File: src/rtl/ltc2308_ctrl_if.sv
// SPI pin bundle between the LTC2308 controller (master) and the ADC (slave).
interface ltc2308_ctrl_if;
    logic sck;
    logic cs;
    logic mosi;
    logic miso;

    modport master (output sck, output cs, output mosi, input miso);
    modport slave  (input sck, input cs, input mosi, output miso);
endinterface

File: src/rtl/ltc2308_ctrl.sv
// Free-running LTC2308 SPI master: converts, shifts 12 result bits per frame while sending the
// next slot's config word, and keeps the latest result for each of three round-robin slots.
module ltc2308_ctrl #(
    parameter int CLK_DIV     = 2,
    parameter int CONV_CYCLES = 80,
    parameter int GAP_CYCLES  = 16
) (
    input  logic          clk_50,
    input  logic          reset,
    ltc2308_ctrl_if.master spi,
    input  logic          mode_in,
    output logic [11:0]   reading0,
    output logic [11:0]   reading1,
    output logic [11:0]   reading2
);
    localparam int PW = (2 * CLK_DIV > 1) ? $clog2(2 * CLK_DIV) : 1;

    typedef enum logic [1:0] {CONV, SHIFT, STORE, GAP} state_t;

    state_t        state, state_nxt;
    logic [15:0]   cnt, cnt_nxt;
    logic [PW-1:0] phase, phase_nxt;
    logic [3:0]    bit_idx, bit_nxt;

    logic          cs_d, sck_d, mosi_d, sample;
    logic [5:0]    cfg, cfg_sel;
    logic [11:0]   rx;
    logic [1:0]    slot, prev_slot;
    logic          prev_valid;
    logic          sck_q, cs_q, mosi_q;

    always_ff @(posedge clk_50) begin
        if (reset) begin
            state   <= CONV;
            cnt     <= '0;
            phase   <= '0;
            bit_idx <= '0;
        end else begin
            state   <= state_nxt;
            cnt     <= cnt_nxt;
            phase   <= phase_nxt;
            bit_idx <= bit_nxt;
        end
    end

    always_comb begin
        state_nxt = state;
        cnt_nxt   = cnt;
        phase_nxt = phase;
        bit_nxt   = bit_idx;
        case (state)
            CONV: begin
                if (cnt == 16'(CONV_CYCLES - 1)) begin
                    state_nxt = SHIFT;
                    cnt_nxt   = '0;
                    phase_nxt = '0;
                    bit_nxt   = '0;
                end else begin
                    cnt_nxt = cnt + 16'd1;
                end
            end
            SHIFT: begin
                if (phase == PW'(2 * CLK_DIV - 1)) begin
                    phase_nxt = '0;
                    if (bit_idx == 4'd11) state_nxt = STORE;
                    else                  bit_nxt   = bit_idx + 4'd1;
                end else begin
                    phase_nxt = phase + 1'b1;
                end
            end
            STORE: begin
                state_nxt = GAP;
                cnt_nxt   = '0;
            end
            GAP: begin
                if (cnt == 16'(GAP_CYCLES - 1)) begin
                    state_nxt = CONV;
                    cnt_nxt   = '0;
                end else begin
                    cnt_nxt = cnt + 16'd1;
                end
            end
            default: state_nxt = CONV;
        endcase
    end

    // Pins are registered, so they trail the state by one cycle; miso is taken on the
    // edge that launches sck high, which is the same edge that registers the rise.
    always_comb begin
        cs_d   = (state == CONV);
        sck_d  = (state == SHIFT) && (phase >= PW'(CLK_DIV));
        mosi_d = 1'b0;
        if (state == SHIFT && bit_idx < 4'd6) mosi_d = cfg[3'd5 - bit_idx[2:0]];
        sample = (state == SHIFT) && (phase == PW'(CLK_DIV));
    end

    always_comb begin
        cfg_sel = {2'b00, slot, 2'b10};
        if (mode_in) begin
            case (slot)
                2'd0:    cfg_sel = 6'b100010;
                2'd1:    cfg_sel = 6'b110010;
                default: cfg_sel = 6'b100110;
            endcase
        end
    end

    always_ff @(posedge clk_50) begin
        if (reset) begin
            sck_q      <= 1'b0;
            cs_q       <= 1'b0;
            mosi_q     <= 1'b0;
            cfg        <= '0;
            rx         <= '0;
            slot       <= '0;
            prev_slot  <= '0;
            prev_valid <= 1'b0;
            reading0   <= '0;
            reading1   <= '0;
            reading2   <= '0;
        end else begin
            sck_q  <= sck_d;
            cs_q   <= cs_d;
            mosi_q <= mosi_d;
            if (state == CONV && cnt == '0) cfg <= cfg_sel;
            if (sample) rx <= {rx[10:0], spi.miso};
            // The ADC answers one frame late, so rx belongs to the previous frame's slot.
            if (state == STORE) begin
                if (prev_valid) begin
                    case (prev_slot)
                        2'd0:    reading0 <= rx;
                        2'd1:    reading1 <= rx;
                        default: reading2 <= rx;
                    endcase
                end
                prev_slot  <= slot;
                prev_valid <= 1'b1;
                slot       <= (slot == 2'd2) ? 2'd0 : slot + 2'd1;
            end
        end
    end

    assign spi.sck  = sck_q;
    assign spi.cs   = cs_q;
    assign spi.mosi = mosi_q;
endmodule

File: src/flat_wrapper.sv
// flat-port wrapper written by rule: the top's interface ports become plain ports
module ltc2308_ctrl_flat 
#(
    parameter int CLK_DIV     = 2,
    parameter int CONV_CYCLES = 80,
    parameter int GAP_CYCLES  = 16
)
  (clk_50, reset, mode_in, reading0, reading1, reading2, spi_sck, spi_cs, spi_mosi, spi_miso);
  ltc2308_ctrl_if spi_i ();
  input  logic clk_50;
  input  logic reset;
  input  logic mode_in;
  output logic [11:0] reading0;
  output logic [11:0] reading1;
  output logic [11:0] reading2;
  output wire logic [$bits(spi_i.sck)-1:0] spi_sck;
  output wire logic [$bits(spi_i.cs)-1:0] spi_cs;
  output wire logic [$bits(spi_i.mosi)-1:0] spi_mosi;
  input wire logic [$bits(spi_i.miso)-1:0] spi_miso;
  assign spi_sck = spi_i.sck;
  assign spi_cs = spi_i.cs;
  assign spi_mosi = spi_i.mosi;
  assign spi_i.miso = spi_miso;
  ltc2308_ctrl #(.CLK_DIV(CLK_DIV), .CONV_CYCLES(CONV_CYCLES), .GAP_CYCLES(GAP_CYCLES)) u_core (.clk_50(clk_50), .reset(reset), .spi(spi_i), .mode_in(mode_in), .reading0(reading0), .reading1(reading1), .reading2(reading2));
endmodule
File: config.mk
export PLATFORM = sky130hd
export DESIGN_NAME = ltc2308_ctrl_flat
export DESIGN_NICKNAME = d
export VERILOG_FILES = /design/src/rtl/ltc2308_ctrl_if.sv /design/src/rtl/ltc2308_ctrl.sv /design/src/flat_wrapper.sv
export SDC_FILE = /design/constraint.sdc
export NUM_CORES = 1
export LEC_CHECK = 0
export CAP_MARGIN = 25
export CELL_PAD_IN_SITES_DETAIL_PLACEMENT = 0
export CELL_PAD_IN_SITES_GLOBAL_PLACEMENT = 1
export CORE_AREA = 2 2 130 69
export CTS_CLUSTER_DIAMETER = 150
export DETAILED_ROUTE_END_ITERATION = 8
export DIE_AREA = 0 0 132 71
export GPL_TIMING_DRIVEN = 0
export MAX_ROUTING_LAYER = met4
export PLACE_DENSITY_LB_ADDON = 0.1
export SLEW_MARGIN = 5
export SYNTH_ARGS = -nofsm -noshare
export SYNTH_HDL_FRONTEND = slang
export SYNTH_SLANG_ARGS = --single-unit
File: constraint.sdc
create_clock -name clk_50 -period 3.4 [get_ports clk_50]
set_input_delay 0.68 -clock clk_50 [delete_from_list [all_inputs] [get_ports clk_50]]
set_output_delay 0.68 -clock clk_50 [all_outputs]
set_load 0.03 [all_outputs]
==> impl_metrics.json <==
{
  "clk_pin_slew_worst_paths_ns": 0.06,
  "areaGrowthSynthToFinish_pct": 25.3,
  "r2r-start": "u_core.state[0]$_SDFFE_PP0P_",
  "asyncSetResetFlopFracSynth": 0,
  "clock_tree.buffer_depth": 2,
  "post_drt_wl_per_cell_microns": 14.1,
  "yosys.cell_types.count": 42,
  "dr.first_iter.drc_count": 196,
  "yosys_warnings": 0,
  "met2WireLength_microns": 2850,
  "synth_sequential_area_ratio": 0.480,
  "cts_resized": 0,
  "drt-total-wl_microns": 8430,
  "die_w_microns": 132,
  "drive_gt1_frac": 0.0522,
  "grt_max_degree": 14,
  "cap_violations": 0,
  "p_leak_nw": 1.52,
  "top_layer_used": "met4",
  "timing.critical_path.slowest_stage_cell": "clkbuf_1",
  "htree_levels": 3,
  "post_route_worst_setup_slack_ns": 1.25,
  "hold_critical_path_endpoint": "u_core.reading2[7]$_SDFFE_PP0P_",
  "post_synth_edffs": 0,
  "number_of_global_route_vias_before_repair": 2740,
  "gp_congestion": 0.861,
  "number_of_placement_rows": 24,
  "power.density_nw_per_um2": 558,
  "synth_cells": 422,
  "num_vias": 2948,
  "netlist_top_cells_area": "dfxtp_1 (48%), nand2_1 (12%), a21oi_1 (8.3%)",
  "cts-hold-fix-buffers": 0,
  "start_util": 0.426,
  "yosysTopAreaCellShare": 0.480,
  "met3WireLength_microns": 603,
  "post-cts-setup-buffers": 0,
  "vdd_drop_max_mv": 0.267,
  "whs_path_depth": 2,
  "p_seq_frac": 0.427,
  "min_period_over_period": 0.633,
  "slowest_delay_ns": 0.42,
  "hold_path.startpoint": "u_core.reading2[7]$_SDFFE_PP0P_",
  "worst_pin_slew_ns": 0.595,
  "critPathCaptureType": "flop",
  "pwr-share-clk": 0.440,
  "path_max_fanout": 10,
  "netSwitchingFraction": 0.245,
  "detail_route.first_pass.iterations": 4,
  "detail-route-antenna-nets": 0,
  "numPortBuffers": 42,
  "gr-total-overflow": 0,
  "fp.dieArea_sq_um": 9370,
  "finalWorstPathRequiredPeriod_ns": 2.15,
  "grt_setup_unrepaired": "no",
  "cts_root_buf": "clkbuf_16",
  "global_route.usage.total": 0.200,
  "power_report.internal_total_w": 0.00187,
  "number_of_antenna_violations_at_the_first_check_in_global_routing": 0,
  "path_depth_of_the_worst_reg2reg_path": 9,
  "worst-endpoint-arrival_ns": 2.42,
  "max-slew-margin-rel": 0.603,
  "hold_class": "reg2reg",
  "finalMaxSlewViolations": 0,
  "critical_path.reg2reg.endpoint": "u_core.reading1[8]$_SDFFE_PP0P_",
  "hold_violations": 0,
  "worst_clock_skew_ns": 0.00630,
  "io-pin-count": 43,
  "remaining_drc_errors": 0,
  "timing.reg2reg.setup_slack_ns": 1.25,
  "critical_path_type": "reg2reg",
  "max_freq_mhz": 465,
  "yosys_register_bits": 85,
  "clock_sinks": 85,
  "commonest_register_cell_after_synthesis": "dfxtp_1",
  "timing.critical_path.cells": "inv_1 > ha_1 > clkbuf_1 > nand2_1 > nor2_1 > and2_1 > clkbuf_1 > nand2_1 > a21oi_1",
  "worst-endpoint-required_ns": 3.66,
  "cts-buffers-inserted": 9,
  "m1WireLength_microns": 4900,
  "fin_nets": 490,
  "coreArea_sq_um": 8320,
  "grt_pass1_wl_microns": 14200,
  "timing.final.setup_violations": 0,
  "tritoncts": "done",
  "syn_area_per_cell_sq_um": 8.40,
  "power.combinational.fraction": 0.133,
  "worstSkewPairLatency_ns": 0.33,
  "detailed_place_hpwl_microns": 6380,
  "post_synth_top_area_cell": "dfxtp_1",
  "dp.cells": 581,
  "fin_setup_tns_ns": 0,
  "worst_hold_slack_ns": 0.456,
  "via_per_inst": 4.95,
  "pre_cts_slack_ns": 0.903,
  "run_status": "finished, final reports clean",
  "synth_nets": 437,
  "num_antenna_cells": 0,
  "total_switching_power_w": 0.000606,
  "die_h_microns": 71,
  "critical_path.startpoint_type": "flop",
  "syn_area_sq_um": 3540,
  "layoutNonFillerInstCount": 596
}
[stage by stage]
| step | power, W | cell area (sq um) | util |
|---|---|---|---|
| 6_report | 0.00248 | 4440 | 0.534 |
| 5_1_grt | 0.00259 | 4440 | 0.534 |
| 4_1_cts | 0.00249 | 4440 | 0.534 |
| 3_5_place_dp | 0.00141 | 4110 | 0.494 |
| 3_3_place_gp | 0.00141 | 4110 | 0.494 |
| 2_1_floorplan | 0.00133 | 3540 | - |
[final cells by class]
class,instances,area [sq um]
clock inverters,5,100
repair buffers,42,420
well taps,117,146
multi-input cells,307,1720
fillers,806,3880
flip-flops and latches,85,1700
plain buffers,20,87.6
clock buffers,10,229
inverters,10,37.5
[Yosys cell counts (all sizes together), types with 2 or more instances]
| cell type | n |
|---|---|
| nand3b | 6 |
| clkbuf | 16 |
| a21oi | 59 |
| and3 | 3 |
| a211oi | 3 |
| nor4 | 3 |
| and4 | 2 |
| xnor2 | 9 |
| nor2b | 6 |
| mux2i | 8 |
| buf | 4 |
| nand2 | 109 |
| nor2 | 39 |
| nand3 | 6 |
| ha | 11 |
| and2 | 5 |
| xor2 | 7 |
| nor4b | 2 |
| nand4 | 6 |
| dfxtp | 85 |
| nand2b | 4 |
| o21ai | 3 |
| inv | 10 |
| nor3 | 5 |
[registers in the layout, indices dropped and copies added (netlist names), 4 cells and up]
| name | count |
|---|---|
| u_core.rx | 12 |
| u_core.reading1 | 12 |
| u_core.cnt | 16 |
| u_core.bit_idx | 4 |
| u_core.reading0 | 12 |
| u_core.cfg | 5 |
| u_core.reading2 | 12 |
[worst max path at each step]
stage / startpoint / end / slack [ns] / cells after the start
3_5_place_dp: reset / u_core.reading1[0]$_SDFFE_PP0P_ / 0.90 / 4
3_3_place_gp: reset / u_core.reading1[1]$_SDFFE_PP0P_ / 0.91 / 4
6_report: u_core.state[0]$_SDFFE_PP0P_ / u_core.reading1[8]$_SDFFE_PP0P_ / 1.25 / 9
2_1_floorplan: u_core.state[0]$_SDFFE_PP0P_ / u_core.cfg[3]$_SDFFE_PP0P_ / 1.64 / 8
5_1_grt: u_core.state[0]$_SDFFE_PP0P_ / u_core.reading1[6]$_SDFFE_PP0P_ / 0.90 / 9
4_1_cts: u_core.state[0]$_SDFFE_PP0P_ / u_core.reading1[6]$_SDFFE_PP0P_ / 1.25 / 9
[power by group through the flow]
stage                     clock network [W]  registers, W  logic (W)
after global routing                0.00115       0.00106   0.000375
after CTS                           0.00111       0.00106   0.000330
after detailed placement                  0       0.00108   0.000328
after floorplan                           0       0.00108   0.000246
final                               0.00109       0.00106   0.000329
after global placement                    0       0.00108   0.000327
[worst max-delay path, delay by kind of cell (launching register included)]
kind                       cells  cell delay (ns)
buffers and inverters          3             0.85
adders and majority gates      1             0.14
and+or+nand+nor                4             0.62
DFF                            1             0.35
AOI/OAI and AO/OA              1             0.13
[layout by cell type (no fill, tap or decap), types with 8 or more instances in the layout]
cell type	n
a21oi_1	59
clkbuf_1	17
clkbuf_16	9
clkdlybuf4s50_1	42
dfxtp_1	85
ha_1	11
inv_1	10
mux2i_1	8
nand2_1	109
nor2_1	39
xnor2_1	9
[layer usage]
metal / up-vias / track usage
met5: - / -
met4: 0 / 0.0507
met3: 8 / 0.0480
met2: 76 / 0.243
met1: 1355 / 0.315
li1: 1509 / -
[kinds of logic after synthesis]
| kind of cell | share of synthesized area |
|---|---|
| AOI/OAI and AO/OA | 0.115 |
| xor gates and xnor gates | 0.0395 |
| adders and majority gates | 0.0388 |
| buffers and inverters | 0.0353 |
| DFF | 0.480 |
| muxes | 0.0258 |
| and+or+nand+nor | 0.265 |
Note: power is estimated with default switching activity, not from simulation.
